`src/rtl/calendar_counter.sv`:
```
// Purpose : registered year/month/day calendar; advances one day per tick, supports a checked synchronous load.
// Latency : date and carry/error pulses update one cycle after the tick/load edge; days_in_month/big_month are combinational.
// Backpressure: none; tick and load are accepted every cycle, and load takes priority over a simultaneous tick.
//
// Optional feature: define LEAP_YEAR_EN to give February 29 days in Gregorian leap years
// (affects both counting and load validation). Without it February is always 28 days.
//
// Ports:
//   clk, rst_n          - clock (rising edge) and asynchronous active-low reset
//   tick                - advance-one-day pulse
//   load, ld_year/ld_month/ld_day - synchronous load request and date to load
//   year, month, day    - current date (registered)
//   days_in_month       - length of the current month (combinational)
//   big_month           - current month has 31 days (combinational)
//   month_carry         - one-cycle pulse: the previous tick rolled the month over
//   year_carry          - one-cycle pulse: the previous tick rolled the year over
//   load_err            - one-cycle pulse: the previous load was rejected
module calendar_counter #(
  parameter int YEAR_W      = 12,
  parameter int RESET_YEAR  = 2000,
  parameter int RESET_MONTH = 1,
  parameter int RESET_DAY   = 1
) (
  input  logic              clk,
  input  logic              rst_n,
  input  logic              tick,
  input  logic              load,
  input  logic [YEAR_W-1:0] ld_year,
  input  logic [3:0]        ld_month,
  input  logic [4:0]        ld_day,
  output logic [YEAR_W-1:0] year,
  output logic [3:0]        month,
  output logic [4:0]        day,
  output logic [4:0]        days_in_month,
  output logic              big_month,
  output logic              month_carry,
  output logic              year_carry,
  output logic              load_err
);

  localparam logic [YEAR_W-1:0] RST_YEAR  = YEAR_W'(RESET_YEAR);
  localparam logic [3:0]        RST_MONTH = 4'(RESET_MONTH);
  localparam logic [4:0]        RST_DAY   = 5'(RESET_DAY);

  // Month length for month m; leap only matters for February.
  // Out-of-range months return 0 so any day fails the load range check.
  function automatic logic [4:0] month_len(input logic [3:0] m, input logic leap);
    logic [4:0] len;
    case (m)
      4'd1, 4'd3, 4'd5, 4'd7, 4'd8, 4'd10, 4'd12: len = 5'd31;
      4'd4, 4'd6, 4'd9, 4'd11:                    len = 5'd30;
      4'd2:                                       len = leap ? 5'd29 : 5'd28;
      default:                                    len = 5'd0;
    endcase
    return len;
  endfunction

`ifdef LEAP_YEAR_EN
  // Gregorian rule on the unsigned year value.
  function automatic logic is_leap(input logic [YEAR_W-1:0] y);
    logic [31:0] v;
    v = 32'(y);
    return ((v % 32'd4) == 32'd0) &&
           (((v % 32'd100) != 32'd0) || ((v % 32'd400) == 32'd0));
  endfunction
`endif

  logic [YEAR_W-1:0] year_q, year_d;
  logic [3:0]        month_q, month_d;
  logic [4:0]        day_q, day_d;
  logic              month_carry_q, month_carry_d;
  logic              year_carry_q, year_carry_d;
  logic              load_err_q, load_err_d;

  logic       cur_leap;
  logic       ld_leap;
  logic [4:0] cur_len;
  logic [4:0] ld_len;
  logic       ld_ok;

  always_comb begin
`ifdef LEAP_YEAR_EN
    cur_leap = is_leap(year_q);
    ld_leap  = is_leap(ld_year);
`else
    cur_leap = 1'b0;
    ld_leap  = 1'b0;
`endif
    cur_len = month_len(month_q, cur_leap);
    // Load is validated against the requested month/year, not the current date.
    ld_len  = month_len(ld_month, ld_leap);
    ld_ok   = (ld_month >= 4'd1) && (ld_month <= 4'd12) &&
              (ld_day >= 5'd1) && (ld_day <= ld_len);
  end

  always_comb begin
    year_d        = year_q;
    month_d       = month_q;
    day_d         = day_q;
    month_carry_d = 1'b0;
    year_carry_d  = 1'b0;
    load_err_d    = 1'b0;

    if (load) begin
      // Load wins over tick; a rejected load leaves the date alone and drops the tick too.
      if (ld_ok) begin
        year_d  = ld_year;
        month_d = ld_month;
        day_d   = ld_day;
      end else begin
        load_err_d = 1'b1;
      end
    end else if (tick) begin
      if (day_q < cur_len) begin
        day_d = day_q + 5'd1;
      end else begin
        day_d         = 5'd1;
        month_carry_d = 1'b1;
        if (month_q == 4'd12) begin
          month_d      = 4'd1;
          // Wraps modulo 2^YEAR_W by plain overflow.
          year_d       = year_q + YEAR_W'(1);
          year_carry_d = 1'b1;
        end else begin
          month_d = month_q + 4'd1;
        end
      end
    end
  end

  always_ff @(posedge clk or negedge rst_n) begin
    if (!rst_n) begin
      year_q        <= RST_YEAR;
      month_q       <= RST_MONTH;
      day_q         <= RST_DAY;
      month_carry_q <= 1'b0;
      year_carry_q  <= 1'b0;
      load_err_q    <= 1'b0;
    end else begin
      year_q        <= year_d;
      month_q       <= month_d;
      day_q         <= day_d;
      month_carry_q <= month_carry_d;
      year_carry_q  <= year_carry_d;
      load_err_q    <= load_err_d;
    end
  end

  always_comb begin
    big_month = 1'b0;
    case (month_q)
      4'd1, 4'd3, 4'd5, 4'd7, 4'd8, 4'd10, 4'd12: big_month = 1'b1;
      default:                                    big_month = 1'b0;
    endcase
  end

  assign days_in_month = cur_len;
  assign year          = year_q;
  assign month         = month_q;
  assign day           = day_q;
  assign month_carry   = month_carry_q;
  assign year_carry    = year_carry_q;
  assign load_err      = load_err_q;

endmodule
```
`config.mk`:
```
export PLATFORM = sky130hd
export DESIGN_NAME = calendar_counter
export DESIGN_NICKNAME = d
export VERILOG_FILES = /design/src/rtl/calendar_counter.sv
export SDC_FILE = /design/constraint.sdc
export NUM_CORES = 1
export LEC_CHECK = 0
export BUFFER_PORTS_ARGS = -buffer_cell sky130_fd_sc_hd__buf_2
export CAP_MARGIN = 40
export CORE_ASPECT_RATIO = 1.5
export CORE_MARGIN = 5
export CORE_UTILIZATION = 45
export DETAILED_ROUTE_END_ITERATION = 8
export HOLD_SLACK_MARGIN = 0.15
export PLACE_DENSITY = 0.73
export SYNTH_ARGS = -nofsm -noshare
export SYNTH_HDL_FRONTEND = slang
export SYNTH_SLANG_ARGS = --single-unit
```
`constraint.sdc`:
```
create_clock -name clk -period 2.9 [get_ports clk]
set_input_delay 0.725 -clock clk [delete_from_list [all_inputs] [get_ports clk]]
set_output_delay 0.725 -clock clk [all_outputs]
set_load 0.005 [all_outputs]
```
==> flow_summary_export.csv, run 1 <==
group,metric,value,unit
setup_path,crit_start,"month[0]$_DFFE_PN1P_",
placement,placed_cell_area,0.002193,mm2
timing,fin_crit,2756,ps
cts,h-tree-depth,1,
setup_path,crit_required,3110,ps
setup_path,endpoint,"year[7]$_DFFE_PN1P_",
timing,worst_slew_pin_slew,552.3,ps
placement,pre_cts_slack,-122.7,ps
routing,vias_per_cell,5.743,
pwr,power.internal,1.110,mW
setup_path,crit_chain,"inv_1, ha_1, nor2_1, a21oi_1, inv_1, ha_1, a21o_1, a21oi_1, and2_1, o21a_4, nor2_4, buf_4, a22o_1",
cts,clock_path_buffers,2,
pwr,ir_drop,0.4823,mV
yosys,synthTopCellsByArea,"dfrtp_1 (22%), dfstp_2 (12%), ha_1 (8.9%)",
global_route,grt_max_degree,25,
yosys,synthCells,214,
setup_path,path_class,"register to register",
final_layout,fin_nets,313,
timing,fmax,362.8,MHz
routing,drt_iter0_drc,59,
cts,cts_buffers,3,
cts,cts_tree,"done",
final_layout,fin_area,0.002258,mm2
floorplanning,core_area,0.003924,mm2
floorplanning,start_util,0.4646,
timing,hold_ws,428.6,ps
floorplanning,num_rows,28,
timing,skew,0.9810,ps
global_route,grt_pass1_vias,1847,
pwr,p_per_area,861.2,mW/mm2
timing,timing.final.crit_share,0.9504,
pwr,clock_power_share,0.121,
yosys,synth_area,0.001823,mm2
status,status,"completed",
routing,dr_total_vias,1832,
pwr,power.switching,835.4,uW
setup_path,rr_endpoint,"year[7]$_DFFE_PN1P_",
floorplanning,io_pins,55,
floorplanning,die_y,87.95,um
timing,finalMaxSlewViolations,0,
routing,wl_per_cell,15.39,um
global_route,grt_pass1_wl,8204,um
global_route,track_usage,0.1936,
setup_path,crit_path_max_fanout,11,
final_layout,layout-area-overhead-vs-synth,23.88,%
cts,clkLatencyLatePin,270,ps
yosys,synth_async_sr_flop_share,1.000,
cts,cts.clk_slew.worst_paths,90,ps
timing,finalSetupViolations,0,
yosys,ys_types,47,
placement,io_buffers,54,
cts,clock_sinks,24,
setup_path,worstPathArrival,2960,ps
global_route,grt-ovfl-total,0,
final_layout,layout-drive-gt1-share,0.3467,
placement,gp_congestion,0.7986,
setup_path,rrSetupSlack,140,ps
setup_path,cpPeakStageDelay,540,ps
placement,dp_hpwl,3730,um
pwr,finalPower,1.945,mW
pwr,p_sw_frac,0.4295,
setup_path,ff2ff_path_depth,13,
floorplanning,die_w,61.97,um
min_path,holdCritPathClass,"primary input to async pin",
run,cap_violations,0,
cts,cts-root-buf,"clkbuf_8",
yosys,synth_top_cell_area_share,0.2196,
setup_path,cp_slowest_cell,"dfstp_2",
pwr,seq_power_share,0.360,
floorplanning,dieArea,0.005450,mm2
routing,route.detailed.drc,0,
yosys,synthFlopType,"dfrtp_1",
global_route,antenna_found_initial,0,
yosys,seq_area_frac_synth,0.3349,
pwr,p_comb_frac,0.520,
yosys,syn_area_per_cell,8.519,um2
yosys,synth_edf_count,0,
timing,finalHoldViolCount,0,
setup_path,cp-start-kind,"register",
yosys,syn-num-nets,252,
timing,setup_ws,143.8,ps
setup_path,worst_setup_path_end_kind,"register",
routing,drt_wl_total,4911,um
yosys,synth_area_leader_cell,"dfrtp_1",
timing,max_slew_margin,0.6318,
final_layout,antennaDiodeCount,0,
setup_path,r2r_start,"month[0]$_DFFE_PN1P_",
pwr,cellLeakagePower,1.119,nW
yosys,yosysWarningCount,0,
routing,ant_nets,0,
routing,first_pass_iters,5,
yosys,ys_ff_latch,24,
==> placed cells by master, fill, tap and decap left out, drive strengths merged, types with 3 or more instances in the layout <==
cell type  instances
o22ai              3
mux2i              5
o21ai             24
o31ai              3
nand3             11
nor3               5
dfrtp             16
a22oi              3
a32o               3
a21oi             16
nand2             18
a31oi              7
nor2              15
ha                13
a22o               5
buf               69
or2                3
and3               6
dfstp              8
clkbuf             4
inv               13
==> critical path, delay by kind of cell (launching register included) <==
family	cells	cell delay, ps
flops	1	540
fa+ha+maj	2	530
compound gates	5	830
simple gates	3	400
buf+inv	3	380
==> metal layers <==
metal | up-vias | share of wire | track usage
met4 | 0 | 0.010 | 0.04440
met2 | 58 | 0.53 | 0.3566
met5 | - | 0 | 0
li1 | 912 | - | -
met3 | 6 | 0.052 | 0.01917
met1 | 856 | 0.40 | 0.2318
==> layout make-up <==
class                   count  area, um2
fillers                   388       1665
multi-input cells         164       1105
flip-flops and latches     24      610.6
repair buffers             69      382.9
well taps                  45      56.30
clock buffers               4      55.05
inverters                  13      48.80
==> flip-flops by register name (all words and copies together) (netlist names) <==
name	cells
month_carry	1
load_err	1
day	5
year_carry	1
month	4
year	12
==> cell usage after synthesis (2+ instances only) <==
cell      count
a21oi_1      15
a22o_1        5
a22oi_1       3
a31oi_1       7
a32o_1        3
and3_1        6
and4_1        2
buf_1         2
buf_2         4
buf_4         2
buf_6         2
clkbuf_1      3
dfrtp_1      16
dfstp_2       8
ha_1         13
inv_1        13
mux2i_1       5
nand2_1      17
nand3_1      11
nand4_1       2
nor2_1       14
nor3_1        5
o211ai_2      2
o21ai_0      23
o22ai_1       3
o31ai_1       3
or2_2         3
or3_1         2
or4_1         2
==> through the flow <==
step / setup TNS (ps) / util / instances
floorplan: 0 / - / 214
global placement: -548.1 / 0.5590 / 315
detailed placement: -1315 / 0.5590 / 315
CTS: 0 / 0.5730 / 319
global route: -2.863 / 0.5756 / 319
finish: 0 / 0.5756 / 319
==> worst min path at each step <==
stage | startpoint | to
after floorplan | rst_n | day[1]$_DFFE_PN0P_
after global placement | year[8]$_DFFE_PN1P_ | year[8]$_DFFE_PN1P_
after detailed placement | year[8]$_DFFE_PN1P_ | year[8]$_DFFE_PN1P_
after CTS | rst_n | month[1]$_DFFE_PN0P_
after global routing | rst_n | year[3]$_DFFE_PN0P_
final | rst_n | month[1]$_DFFE_PN0P_
==> power by group through the flow <==
stage	logic [mW]	registers, mW	clock network (mW)
3_5_place_dp	1.00	0.704	0
6_report	1.01	0.700	0.235
5_1_grt	1.15	0.732	0.251
2_1_floorplan	0.651	0.669	0
3_3_place_gp	0.978	0.699	0
4_1_cts	1.01	0.698	0.239
==> kinds of logic (layout without fill, tap and decap cells) <==
logic type | count (synthesis) | after routing | share of synthesized area
compound gates | 74 | 74 | 0.2725
fa+ha+maj | 13 | 13 | 0.08923
buf+inv | 26 | 86 | 0.06863
flops | 24 | 24 | 0.3349
mux | 6 | 6 | 0.03363
simple gates | 71 | 71 | 0.2011
==> timing repair <==
item | 4_1_cts | 5_1_grt
setup endpoints to repair | 0 | 10
resized for setup | 0 | 2
hold buffers | 0 | 0
setup buffers | 0 | 0
Power figures use the tool's default switching activity.
==> inputs of run 2 (changes only) <==
- BUFFER_PORTS_ARGS: -buffer_cell sky130_fd_sc_hd__buf_2 -> default
- CORE_UTILIZATION: 45 -> 50
- DONT_BUFFER_PORTS: default -> 1
- GPL_TIMING_DRIVEN: default -> 0
- PLACE_DENSITY: 0.73 -> 0.67
==> run 2 against run 1 <==
  * Hold slack got worse by 150 ps
  * Die area shrank 8.7%
  * Sequential power grew 4.7%
  * Sequential cell count did not move
  * First-iteration DRC count increased by 34%
  * Worst setup slack got worse by 11 ps
  * Global-route usage is 2.1 points higher
  * Critical endpoint is now year[0]$_DFFE_PN0P_
==> flow_summary_export.csv, run 2 (synthesis gave the netlist of run 1 again) <==
group,metric,value,unit
placement,gp_congestion,0.8852,
cts,clock_sinks,24,
global_route,grt_max_degree,17,
final_layout,largest_reg_flops,12,
floorplanning,io_pins,55,
setup_path,crit_required,3070,ps
routing,vias_per_cell,6.477,
final_layout,final_cells,264,
timing,finalHoldViolCount,0,
global_route,track_usage,0.2151,
setup_path,crit_path_max_fanout,8,
routing,drt_wl_total,5346,um
cts,cts_buffers,3,
final_layout,final_common_cell,"o21ai_0",
pwr,p_per_area,928.2,mW/mm2
cts,cts_tree,"done",
pwr,clock_power_share,0.128,
routing,dr_total_vias,1710,
timing,worst_slew_pin_slew,834.9,ps
cts,clock_path_buffers,2,
setup_path,crit_start,"ld_month[2]",
run,cap_violations,0,
timing,timing.final.crit_share,0.9542,
global_route,grt_pass1_vias,1803,
placement,place_inst,257,
setup_path,worst_setup_path_end_kind,"register",
timing,setup_ws,132.9,ps
placement,pre_cts_slack,-252.0,ps
placement,io_buffers,0,
pwr,seq_power_share,0.394,
global_route,grt_pass1_wl,8328,um
setup_path,path_class,"primary input to register",
floorplanning,start_util,0.5043,
global_route,antenna_found_initial,0,
routing,ant_nets,0,
final_layout,layout_common_cells,"o21ai_0 (22), nand2_1 (17), dfrtp_1 (16), nor2_1 (13), a21oi_1 (13)",
floorplanning,dieArea,0.004978,mm2
floorplanning,core_area,0.003615,mm2
setup_path,r2r_start,"month[0]$_DFFE_PN1P_",
status,status,"completed",
pwr,ir_drop,0.4854,mV
pwr,cellLeakagePower,0.8894,nW
placement,dp_hpwl,3999,um
timing,tns,0,ps
final_layout,layout-drive-gt1-share,0.1855,
min_path,holdCritPathClass,"primary input to async pin",
cts,cts-root-buf,"clkbuf_8",
setup_path,cp-start-kind,"primary input",
pwr,p_sw_frac,0.4503,
floorplanning,die_w,59.30,um
timing,hold_ws,281.5,ps
cts,clkLatencyLatePin,270,ps
timing,fmax,361.4,MHz
pwr,power.switching,837.4,uW
routing,drt_iter0_drc,79,
routing,wl_per_cell,20.25,um
floorplanning,die_y,83.95,um
routing,first_pass_iters,5,
timing,rsz0062_at_grt,"false",
timing,skew,2.352,ps
timing,max_slew_margin,0.4416,
setup_path,worstPathArrival,2930,ps
cts,h-tree-depth,1,
pwr,finalPower,1.859,mW
timing,finalMaxSlewViolations,0,
cts,cts.clk_slew.worst_paths,90,ps
pwr,power.internal,1.022,mW
timing,finalSetupViolations,0,
final_layout,antennaDiodeCount,0,
routing,route.detailed.drc,0,
final_layout,fin_nets,260,
final_layout,layout-area-overhead-vs-synth,9.883,%
timing,fin_crit,2767,ps
floorplanning,num_rows,27,
global_route,grt-ovfl-total,0,
pwr,p_comb_frac,0.478,
[run 2: cell types whose count changed in the layout (fill, tap and decap cells not counted), moves of 2 or more]
cell	before	now
clkbuf_1	0	3
buf_2	54	4
a21oi_1	15	13
buf_1	0	2
buf_4	15	4
buf_6	0	2
[run 2: repair_timing]
action | 4_1_cts | 5_1_grt
pin swaps | 0 | 2
gates resized for setup | 4 | 7
gates cloned | 0 | 1
hold buffers | 1 | 0
endpoints found under the setup margin | 21 | 21
buffers inserted | 0 | 1
hold endpoints to repair | 16 | 0
[run 2: power groups by stage]
stage,registers [mW],clock network [mW],logic (mW)
after CTS,0.732,0.243,0.839
final,0.733,0.238,0.888
after global routing,0.763,0.258,1.00
after detailed placement,0.738,0,0.804
after floorplan,0.669,0,0.651
after global placement,0.725,0,0.762
[run 2: layout make-up]
class                      instances  area [um2]
buffer                            13       78.83
clock buffer                       4       55.05
fill                             350        1612
inverter                          13       48.80
multi-input combinational        164        1134
sequential                        24       610.6
tap                               43       53.80
timing repair buffer               3       22.52
[run 2: worst paths after layout]
kind	endpoint	slack, ps	depth (start not counted)
max	year[0]$_DFFE_PN0P_	130	9
min	year[6]$_DFFE_PN1P_	280	0
max reg2reg	day[1]$_DFFE_PN0P_	170	12
min reg2reg	day[0]$_DFFE_PN1P_	560	2
max in group asynchronous	day[3]$_DFFE_PN0P_	1400	1
min in group clk	day[0]$_DFFE_PN1P_	560	2
[run 2: routing by layer]
metal / up-vias / GRT usage / part of all wire / routed length, um
li1: 802 / - / - / -
met3: 13 / 0.04334 / 0.068 / 362
met4: 0 / 0.1216 / 0.030 / 161
met2: 63 / 0.3682 / 0.55 / 2943
met1: 832 / 0.2347 / 0.35 / 1879
met5: - / 0 / 0 / 0
[run 2: stage by stage]
| stage | utilization | area [um2] |
|---|---|---|
| after floorplan | - | 1831 |
| after global placement | 0.5213 | 1884 |
| after detailed placement | 0.5213 | 1884 |
| after CTS | 0.5438 | 1966 |
| after global routing | 0.5542 | 2003 |
| final | 0.5542 | 2003 |
[run 2: critical path, stage by stage]
cell and delay, ps:
or4_4 530, nand2_1 90, ha_1 250, a21oi_1 130
o21ai_1 130, a221oi_4 370, nand2_4 120, nor2_4 250
mux2_4 330
==> inputs of run 3 (changes only) <==
==> constraint.sdc (replaced) <==
create_clock -name clk -period 2.9 [get_ports clk]
set_input_delay 0.29 -clock clk [delete_from_list [all_inputs] [get_ports clk]]
set_output_delay 0.29 -clock clk [all_outputs]
set_load 0.005 [all_outputs]
==> run 3 against run 2 <==
  * Utilization shrank 0.069 points
  * Hold slack lost 68 ps
  * Clock skew is essentially flat
  * Global-route usage shrank 0.43 points
  * Non-clock buffer count shrank 1
  * Fmax grew 1.3%
  * Wire length shrank 5.1%
  * Die area is the same
  * Final cell count shrank 0.38%
==> flow_summary_export.csv, run 3 (synthesis gave the netlist of run 1 again) <==
group,metric,value,unit
global_route,antenna_found_initial,0,
global_route,grt_pass1_vias,1701,
min_path,hp-start,"ld_year[6]",
routing,drt_wl_total,5075,um
global_route,grt_max_degree,25,
cts,clock_path_buffers,2,
global_route,grt_pass1_wl,8355,um
cts,cts_tree,"done",
cts,clock_sinks,24,
final_layout,layout_common_cells,"o21ai_0 (23), nand2_1 (17), dfrtp_1 (16), nor2_1 (13), a21oi_1 (13)",
pwr,ir_drop,0.4981,mV
floorplanning,core_area,0.003615,mm2
routing,ant_nets,0,
floorplanning,die_w,59.30,um
placement,dp_hpwl,3863,um
routing,dr_total_vias,1689,
setup_path,cp-start-kind,"register",
floorplanning,num_rows,27,
cts,cts_buffers,3,
final_layout,layout-area-overhead-vs-synth,9.746,%
setup_path,r2r_start,"month[0]$_DFFE_PN1P_",
final_layout,fin_nets,259,
setup_path,cpPeakStageDelay,630,ps
final_layout,fin_area,0.002001,mm2
floorplanning,dieArea,0.004978,mm2
pwr,finalPower,1.831,mW
timing,finalHoldViolCount,0,
timing,rsz0062_at_grt,"false",
setup_path,cp_num_buf_inv,2,
routing,wl_per_cell,19.30,um
run,cap_violations,0,
timing,hold_ws,213.3,ps
cts,h-tree-depth,1,
routing,drt_iter0_drc,101,
routing,first_pass_iters,4,
floorplanning,io_pins,55,
routing,route.detailed.drc,0,
routing,vias_per_cell,6.422,
timing,worst_slew_pin_slew,559.8,ps
pwr,p_per_area,915.2,mW/mm2
timing,fmax,366.0,MHz
global_route,track_usage,0.2108,
setup_path,path_class,"register to register",
pwr,cellLeakagePower,0.8860,nW
timing,max_slew_margin,0.6268,
setup_path,crit_start,"month[0]$_DFFE_PN1P_",
setup_path,crit_required,3050,ps
setup_path,crit_path_max_fanout,8,
status,status,"completed",
cts,cts-root-buf,"clkbuf_8",
setup_path,worst_setup_path_end_kind,"register",
final_layout,final_common_cell,"o21ai_0",
placement,io_buffers,0,
final_layout,largest_reg_flops,12,
setup_path,path_delay_family,"flip-flops",
floorplanning,die_y,83.95,um
timing,timing.final.crit_share,0.9421,
timing,finalSetupViolations,0,
timing,tns,0,ps
placement,gp_congestion,0.8961,
final_layout,layout-drive-gt1-share,0.1818,
setup_path,worstPathArrival,2880,ps
global_route,grt-ovfl-total,0,
setup_path,cp_slowest_cell,"dfstp_2",
cts,post_cts_buffers,0,
timing,finalMaxSlewViolations,0,
cts,cts.clk_slew.worst_paths,80,ps
final_layout,antennaDiodeCount,0,
timing,skew,2.166,ps
min_path,holdCritPathClass,"primary input to register",
timing,fin_crit,2732,ps
placement,placed_cell_area,0.001877,mm2
floorplanning,start_util,0.5043,
setup_path,crit_chain,"inv_2, ha_4, a21oi_4, inv_1, ha_1, a21o_1, a21oi_2, and2_4, o21a_2, nor2_4, mux2_2",
cts,clkLatencyLatePin,260,ps
-- run 3: repair_timing --
action / CTS / global route
gates cloned: 0 / 0
endpoints found under the hold margin: 24 / 0
endpoints found under the setup margin: 21 / 17
hold buffers: 1 / 0
pin swaps: 0 / 1
resized for setup: 5 / 6
-- run 3: report_power, final --
group          leakage (nW)  switching [mW]  total, mW  internal [mW]
combinational         0.575           0.496      0.881          0.385
sequential            0.282           0.214      0.727          0.512
clock                0.0288           0.102      0.223          0.121
-- run 3: final timing paths --
| path | end | slack [ps] | cells after the start |
|---|---|---|---|
| setup / recovery | year[0]$_DFFE_PN0P_ | 170 | 11 |
| hold reg to reg | year[8]$_DFFE_PN1P_ | 560 | 2 |
| hold / removal | year[6]$_DFFE_PN1P_ | 210 | 2 |
| max in group asynchronous | month[0]$_DFFE_PN1P_ | 1940 | 2 |
| setup reg to reg | year[0]$_DFFE_PN0P_ | 170 | 11 |
| min in group asynchronous | load_err$_DFF_PN0_ | 410 | 1 |
-- run 3: metal layers --
layer,vias to the layer above,wire length [um],GRT usage
li1,802,-,-
met3,6,451,0.04644
met1,809,1867,0.2599
met4,0,65,0.05773
met2,72,2691,0.3572
met5,-,0,0
-- run 3: stage by stage --
stage,setup slack [ps],instances,util
finish,167.9,263,0.5535
global route,8.356,263,0.5535
CTS,70.16,262,0.5424
detailed placement,-202.9,257,0.5192
global placement,-125.5,257,0.5192
floorplan,201.6,214,-
-- run 3: cell type report --
type	count	area (um2)
well taps	43	53.80
flip-flops and latches	24	610.6
fillers	342	1614
repair buffers	2	25.02
clock buffers	4	55.05
plain buffers	13	78.83
multi-input cells	164	1129
inverters	13	48.80
-- run 3: worst register-to-register path: cells and delay by family (launching register included) --
family / cells / cell delay (ps)
simple gates: 2 / 390
mux: 1 / 360
buf+inv: 2 / 210
compound gates: 4 / 540
flops: 1 / 630
fa+ha+maj: 2 / 510
